[config.mk]
export PLATFORM = sky130hd
export DESIGN_NAME = wrr_lock_arbiter
export DESIGN_NICKNAME = d
export VERILOG_FILES = /design/src/rtl/wrr_lock_arbiter.sv
export SDC_FILE = /design/constraint.sdc
export NUM_CORES = 1
export LEC_CHECK = 0
export CORE_MARGIN = 2
export CORE_UTILIZATION = 47
export DETAILED_ROUTE_END_ITERATION = 8
export PLACE_DENSITY = 0.81
export SLEW_MARGIN = 20
export SYNTH_ARGS = -nofsm -noshare
export SYNTH_HDL_FRONTEND = slang
export SYNTH_SLANG_ARGS = --single-unit
[constraint.sdc]
create_clock -name clk -period 6 [get_ports clk]
set_clock_uncertainty 0.2 [all_clocks]
set_input_delay 1.5 -clock clk [delete_from_list [all_inputs] [get_ports clk]]
set_output_delay 1.5 -clock clk [all_outputs]
set_load 0.01 [all_outputs]
[src/rtl/wrr_lock_arbiter.sv]
// N-way weighted round-robin arbiter with packet locking.
// A holder keeps the grant for up to weight[g] packets, then priority rotates past it.
module wrr_lock_arbiter #(
   parameter int unsigned N  = 8,
   parameter int unsigned WW = 4,
   localparam int unsigned IW = $clog2(N)
) (
   input  logic            clk,
   input  logic            rst,
   input  logic [N-1:0]    req,
   input  logic [N-1:0]    last,
   input  logic [N*WW-1:0] weight,
   output logic [N-1:0]    gnt,
   output logic [IW-1:0]   gnt_id,
   output logic            gnt_valid
);

   typedef enum logic [0:0] {StIdle, StGrant} state_e;

   state_e        state_q, state_d;
   logic [N-1:0]  gnt_q, gnt_d;
   logic [IW-1:0] id_q, id_d;
   logic [IW-1:0] ptr_q, ptr_d;
   logic [WW-1:0] credit_q, credit_d;

   logic [IW-1:0] next_ptr, base, off, pick;
   logic [IW:0]   sum;
   logic [N-1:0]  req_rot, pick_oh;
   logic [WW-1:0] w_sel, w_load;
   logic          found, hold_req, hold_last, rel;

   // Release decision for the current holder and the pointer it leaves behind.
   always_comb begin
      next_ptr  = (id_q == IW'(N - 1)) ? '0 : id_q + IW'(1);
      hold_req  = req[id_q];
      hold_last = last[id_q];
      rel       = ~hold_req | (hold_last & (credit_q == WW'(1)));
      base      = (state_q == StGrant) ? next_ptr : ptr_q;
   end

   // Rotate right by base through a double-width copy, take the lowest set bit,
   // then rotate the offset back, wrapping at N rather than 2^IW.
   always_comb begin
      req_rot = N'({req, req} >> base);
      found   = 1'b0;
      off     = '0;
      for (int i = N - 1; i >= 0; i--) begin
         if (req_rot[i]) begin
            found = 1'b1;
            off   = IW'(i);
         end
      end
      sum = {1'b0, base} + {1'b0, off};
      if (sum >= (IW + 1)'(N)) begin
         sum = sum - (IW + 1)'(N);
      end
      pick    = sum[IW-1:0];
      pick_oh = '0;
      pick_oh[pick] = 1'b1;
      w_sel = '0;
      for (int i = 0; i < N; i++) begin
         if (pick == IW'(i)) begin
            w_sel = weight[i*WW +: WW];
         end
      end
      w_load = (w_sel == '0) ? WW'(1) : w_sel;
   end

   always_comb begin
      state_d  = state_q;
      gnt_d    = gnt_q;
      id_d     = id_q;
      ptr_d    = ptr_q;
      credit_d = credit_q;
      case (state_q)
         StIdle: begin
            if (found) begin
               state_d  = StGrant;
               gnt_d    = pick_oh;
               id_d     = pick;
               credit_d = w_load;
            end
         end
         StGrant: begin
            if (!rel) begin
               if (hold_last) begin
                  credit_d = credit_q - WW'(1);
               end
            end else begin
               ptr_d = next_ptr;
               if (found) begin
                  gnt_d    = pick_oh;
                  id_d     = pick;
                  credit_d = w_load;
               end else begin
                  state_d  = StIdle;
                  gnt_d    = '0;
                  id_d     = '0;
                  credit_d = '0;
               end
            end
         end
         default: state_d = StIdle;
      endcase
   end

   always_ff @(posedge clk or posedge rst) begin
      if (rst) begin
         state_q  <= StIdle;
         gnt_q    <= '0;
         id_q     <= '0;
         ptr_q    <= '0;
         credit_q <= '0;
      end else begin
         state_q  <= state_d;
         gnt_q    <= gnt_d;
         id_q     <= id_d;
         ptr_q    <= ptr_d;
         credit_q <= credit_d;
      end
   end

   assign gnt       = gnt_q;
   assign gnt_id    = id_q;
   assign gnt_valid = |gnt_q;

endmodule

Word level (Yosys, flattened, before mapping). Index checks and enable logic that the tools add are counted.

Input port bits: 50. Bits in registers: 19.

Shift operators: 1. Multiplexer cells: 50. Add/sub/neg operators: 4. Reduce and logical (&&, ||, !) cells: 7. Magnitude comparators: 4. Eq/ne operators: 12. Bitwise logic cells: 4.

Operators by type and width (number): 4-bit 2-to-1 mux (13); 3-bit 2-to-1 mux (14); 8-bit 2-to-1 mux (3); 8-bit case mux with 2 select lines (1); 16-bit by 3-bit >> shifter with 8-bit output (1); 3-bit == test (second input constant) (5); 1-bit 2-to-1 mux (13); 3-bit by 4-bit less-than comparator with 1-bit output (second input constant) (2); 4-bit case mux with 2 select lines (1); 8-bit OR reduction (1); 1-bit binary-select mux with 3-bit select (2); 3-bit by 2-bit == test with 1-bit output (second input constant) (2); 3-bit case mux with 2 select lines (1); 2-bit AND reduction (3); 3-bit by 3-bit adder with 4-bit output (1); 4-bit by 1-bit == test with 1-bit output (second input constant) (1); 4-bit greater-or-equal comparator (second input constant) (1); 4-bit zero test (1); 4-bit by 1-bit subtractor with 4-bit output (second input constant) (1); 3-bit by 1-bit adder with 3-bit output (second input constant) (1); 1-bit demux with 3-bit select (1); 3-bit by 1-bit == test with 1-bit output (second input constant) (1); 3-bit by 1-bit greater-or-equal comparator with 1-bit output (second input constant) (1); 3-bit zero test (1); 9 further kinds (10).

Depth between registers and ports, before layout.
Depth in word-level cells: 29. Gate-level depth with buffers: 21.

Worst setup path before layout. Ideal clock, no wire load.

Path type: input to register. Start point: input port req[1]. End point: register credit_q[0]. Data required time: 5.724 ns. Arrival time: 4.457 ns. Buffers on the path: 1. Path slack: 1.266 ns. Stages on the path: 15. Cell sequence: inv_1 nor2_1 a21oi_1 mux2i_1 a22oi_1 o221ai_1 a21oi_1 o32ai_1 ha_1 fa_1 buf_1 mux4_2 or3_1 a221o_1 o21ai_1.

Cells in the longest elaborated chain, start to end: 26.

RTL lines: start: declaration (RTL line 10) `input logic [N-1:0] req,`; 16-bit by 3-bit >> shifter with 8-bit output (RTL line 44) `req_rot = N'({req, req} >> base);`; 3-bit 2-to-1 mux (8 in series) (RTL line 48) `if (req_rot[i]) begin`; 3-bit by 3-bit adder with 4-bit output (RTL line 53) `sum = {1'b0, base} + {1'b0, off};`; 4-bit greater-or-equal comparator / 3-bit by 1-bit subtractor with 3-bit output (equally long branches) (RTL line 54, 55); 3-bit 2-to-1 mux (RTL line 54) `if (sum >= (IW + 1)'(N)) begin`; 3-bit zero test (RTL line 62) `if (pick == IW'(i)) begin`; 4-bit 2-to-1 mux (8 in series) (RTL line 62); 4-bit zero test (RTL line 66) `w_load = (w_sel == '0) ? WW'(1) : w_sel;`; 4-bit 2-to-1 mux (RTL line 66); 4-bit 2-to-1 mux (RTL line 91) `if (found) begin`; 4-bit 2-to-1 mux (RTL line 85) `if (!rel) begin`; 4-bit case mux with 2 select lines (RTL line 75) `case (state_q)`; end signal: assignment (RTL line 119) `credit_q <= credit_d;`; end: declaration (RTL line 24) `logic [WW-1:0] credit_q, credit_d;`.

Parallel ways exist; a longest one is shown, timed or not. The select of a mux whose other input is x is not followed. A chain may end at the register's enable or synchronous reset.

Worst setup path in the final report.
Start point: register id_q[0], in the netlist gnt_id[0]. End point: register credit_q[0].

Cells in the longest elaborated chain, start to end: 29.

RTL lines: start: declaration (RTL line 22) `logic [IW-1:0] id_q, id_d;`; start signal: assignment (RTL line 117) `id_q <= id_d;`; 3-bit by 1-bit adder with 3-bit output / 3-bit == test (equally long branches) (RTL line 34) `next_ptr = (id_q == IW'(N - 1)) ? '0 : id_q + IW'(1);`; 3-bit 2-to-1 mux * (RTL line 34); via next_ptr[1] (RTL line 26) `logic [IW-1:0] next_ptr, base, off, pick;`; 3-bit 2-to-1 mux * (RTL line 38) `base = (state_q == StGrant) ? next_ptr : ptr_q;`; 16-bit by 3-bit >> shifter with 8-bit output (RTL line 44); 3-bit 2-to-1 mux (8 in series) (RTL line 48); 3-bit by 3-bit adder with 4-bit output (RTL line 53); 4-bit greater-or-equal comparator / 3-bit by 1-bit subtractor with 3-bit output (equally long branches) (RTL line 54, 55); 3-bit 2-to-1 mux (RTL line 54); 3-bit zero test (RTL line 62); 4-bit 2-to-1 mux (8 in series) (RTL line 62); 4-bit zero test (RTL line 66); 4-bit 2-to-1 mux (RTL line 66); 4-bit 2-to-1 mux (RTL line 91); 4-bit 2-to-1 mux (RTL line 85); 4-bit case mux with 2 select lines (RTL line 75).

The timed path passes the listed nets; every way through them passes the cells marked *. The select of a mux whose other input is x is not followed.

==> metrics.md <==
| Metric | Value |
|---|---|
| Outcome | `finished, final reports clean` |
| Fin crit share | `0.879` |
| P&R area growth vs syn | `35.3%` |
| Top sig layer | `met4` |
| Hold Crit Class | `register to register` |
| Post-synth EDFFs | `0` |
| Crit-path max FO | `12` |
| First-pass GRT wire length | `roughly 8200 um` |
| Initial Util | `0.482` |
| Vias per cell | `5.93` |
| Antenna diodes | `0` |
| Resized Gates After CTS | `0` |
| DIE AREA | `4600 um2` |
| Met1 WL | `2220 um` |
| Maxcap violations | `0` |
| Remaining antenna violation count | `0` |
| DR WL met3 | `226 um` |
| Final Non-Filler Cells | `around 310` |
| Die Y | `67.8 um` |
| Max-slew headroom | `0.506` |
| Max incr delay on CP | `0.66 ns` |
| Final net count | `320` |
| Area post-placement | `roughly 2500 um2` |
| GRT Resource Usage Total | `0.232` |
| CTS root buf | `clkbuf_8` |
| CP Cell Sequence | `ha_1 > mux2i_1 > inv_1 > mux2i_1 > mux2_2 > nand2_1 > nand2_1 > nand3_1 > o221ai_1 > a21oi_1 > o32ai_1 > ha_1 > fa_1 > mux4_2 > or3_1 > a221o_1 > o21ai_1` |
| Initial antenna violation count | `0` |
| WL met2 | `roughly 2300 um` |
| Slowest-stage cell, CP | `fa_1` |
| Core area | `3970 um2` |
| Worst-Skew Late Latency | `0.26 ns` |
| Critical Path End Type | `register` |
| Max clock buf depth | `2` |
| Drt pass-1 iters | `4` |
| Largest net degree at the start of global routing | `20` |
| Port Buffers | `61` |
| Hold Worst Slack | `0.331 ns` |
| TritonCTS clock tree | `yes` |
| Critical path data arrival time | `between 5 and 6 ns` |
| Count of final hold-check violations | `0` |
| GP Congestion | `0.939` |
| Avg Cell Area, Syn | `about 9.3 um2` |
| Clock-pin slew on the worst setup and hold paths | `0.07 ns` |
| Slew Limit Fails | `0` |
| RSZ-0062 raised after global routing | `false` |
| DRT Wirelength | `4820 um` |
| Layout filler cell count | `between 300 and 400` |
| Finished Cell Area | `about 2600 um2` |
| CTS Sinks | `19` |
| Hold buffer count at cts | `0` |
| Number of global-route vias before repair | `1,768` |
| Io pins | `62` |
| Async set or reset register ratio after synthesis | `1.00` |
| Post-synth top area share | `0.248` |
| Worst-margin pin slew | `0.736 ns` |
| Post-Synthesis Cell Area | `1920 um2` |
| Grt ovf | `0` |
| Layout cells sized above 1 | `0.0875` |
| Num CTS Buffers | `3` |
| Die width | `67.8 um` |
| DP Wirelength | `3890 um` |
| Setup-failing EPs final | `0` |
| Final setup TNS | `0 ns` |
| Row count | `23` |
| Yosys top cell by area | `dfrtp_1` |
| Post-synthesis net count | `262` |
| Post-CTS setup buffers | `0` |
| 1st-iter DRT viols | `143` |
| Cell count after synthesis | `206` |
| Crit path required time | `between 5 and 6 ns` |
| Netlist cell types | `51` |
| Max Fclk | `approximately 0.19 GHz` |
| Drt wl/cell | `15.4 um` |
| Minimum clock period | `5.27 ns` |
| #FFs+latches synth | `19` |
| H-tree depth | `1` |
| Synth warn | `0` |
| Startpoint Class | `register` |
| Via count | `1,857` |
| Register area share after synthesis | `0.248` |
| Setup Crit Path Kind | `register to register` |
| Post-Place Cells | `309` |
| DRC viols | `0` |
| Main flop type after synthesis | `dfrtp_1` |
| Flop-to-flop setup slack | `0.73 ns` |
| Synth top area cells | `dfrtp_1, mux2i_1, mux4_2, mux4_1, nand2_1` |
==> worst max-delay path, delay by kind of cell, from the launching register on <==
kind                       cells  cell delay (ns)
adders and majority gates      3             1.18
AOI/OAI and AO/OA              5             0.84
and+or+nand+nor                4             0.57
DFF                            1             0.60
buffers and inverters          1             0.41
muxes                          4             1.40
==> sequential cells by signal, summed over array words and instances (netlist names) <==
signal	flops
state_q	1
gnt_id	3
gnt	8
credit_q	4
ptr_q	3
==> cells in the final DEF (no fill, tap or decap), drive strengths merged, types with 2 or more instances in the layout <==
cell type      count
clkbuf             3
nand2             29
and2               3
a31oi              5
o221ai             2
nand3              5
nor3b              2
o21ai             13
nor4               2
nor3               4
clkdlybuf4s50     61
nand2b             3
a22o               4
o21a               2
mux4              11
or3                2
nor2              13
a32o               5
dfrtp             19
mux2i             16
a21oi             14
nor2b              2
mux2               7
inv               11
ha                 5
==> cell usage after synthesis (2+ instances only) <==
cell / count
a31oi_1: 4
a21oi_1: 14
o21a_1: 2
nor2_1: 13
dfrtp_1: 19
mux2i_1: 16
mux4_2: 6
nor3_1: 4
buf_2: 2
o221ai_1: 2
or3_1: 2
buf_6: 2
inv_1: 11
a32o_1: 5
nor4_1: 2
nand2_1: 28
ha_1: 5
mux4_1: 5
a22o_1: 4
clkbuf_1: 4
o21ai_0: 11
o21ai_1: 2
mux2_2: 6
nand2b_1: 3
and2_1: 3
nor2b_1: 2
nand3_1: 5
==> per-layer routing <==
metal,GRT usage,vias up
li1,-,910
met1,0.340,880
met2,0.376,62
met3,0.0164,5
met4,0.0525,0
met5,0,-
==> cells by family after synthesis <==
| kind of cell | count (synthesis) | share of synthesized area |
|---|---|---|
| simple gates | 67 | 0.165 |
| compound gates | 60 | 0.232 |
| mux | 34 | 0.264 |
| buf+inv | 20 | 0.0483 |
| flops | 19 | 0.248 |
| fa+ha+maj | 6 | 0.0431 |
==> layout make-up <==
| class | instances | area, um2 | area share |
|---|---|---|---|
| repair buffers | 62 | 618 | 0.239 |
| clock buffers | 3 | 41.3 | 0.0159 |
| well taps | 50 | 62.6 | 0.0241 |
| inverters | 11 | 41.3 | 0.0159 |
| multi-input cells | 167 | 1350 | 0.520 |
| clock inverters | 1 | 5.00 | 0.00193 |
| flip-flops and latches | 19 | 475 | 0.183 |
==> final timing paths <==
path,from,depth (start not counted),end
max reg2reg,gnt_id[0],17,credit_q[0]
min reg2reg,gnt[3],1,gnt[3]
max in group asynchronous,rst,2,gnt[6]
min,gnt[3],1,gnt[3]
min in group asynchronous,rst,2,gnt_id[0]
max,gnt_id[0],17,credit_q[0]
==> per-stage QoR <==
| step | util | worst slack, ns |
|---|---|---|
| floorplan | - | 1.27 |
| global placement | 0.641 | 0.648 |
| detailed placement | 0.641 | 0.557 |
| CTS | 0.652 | 0.734 |
| global route | 0.652 | 0.344 |
| finish | 0.652 | 0.726 |
Power is not shown: default switching activity piles up to over one toggle a cycle in this logic, so the estimate is an artifact.
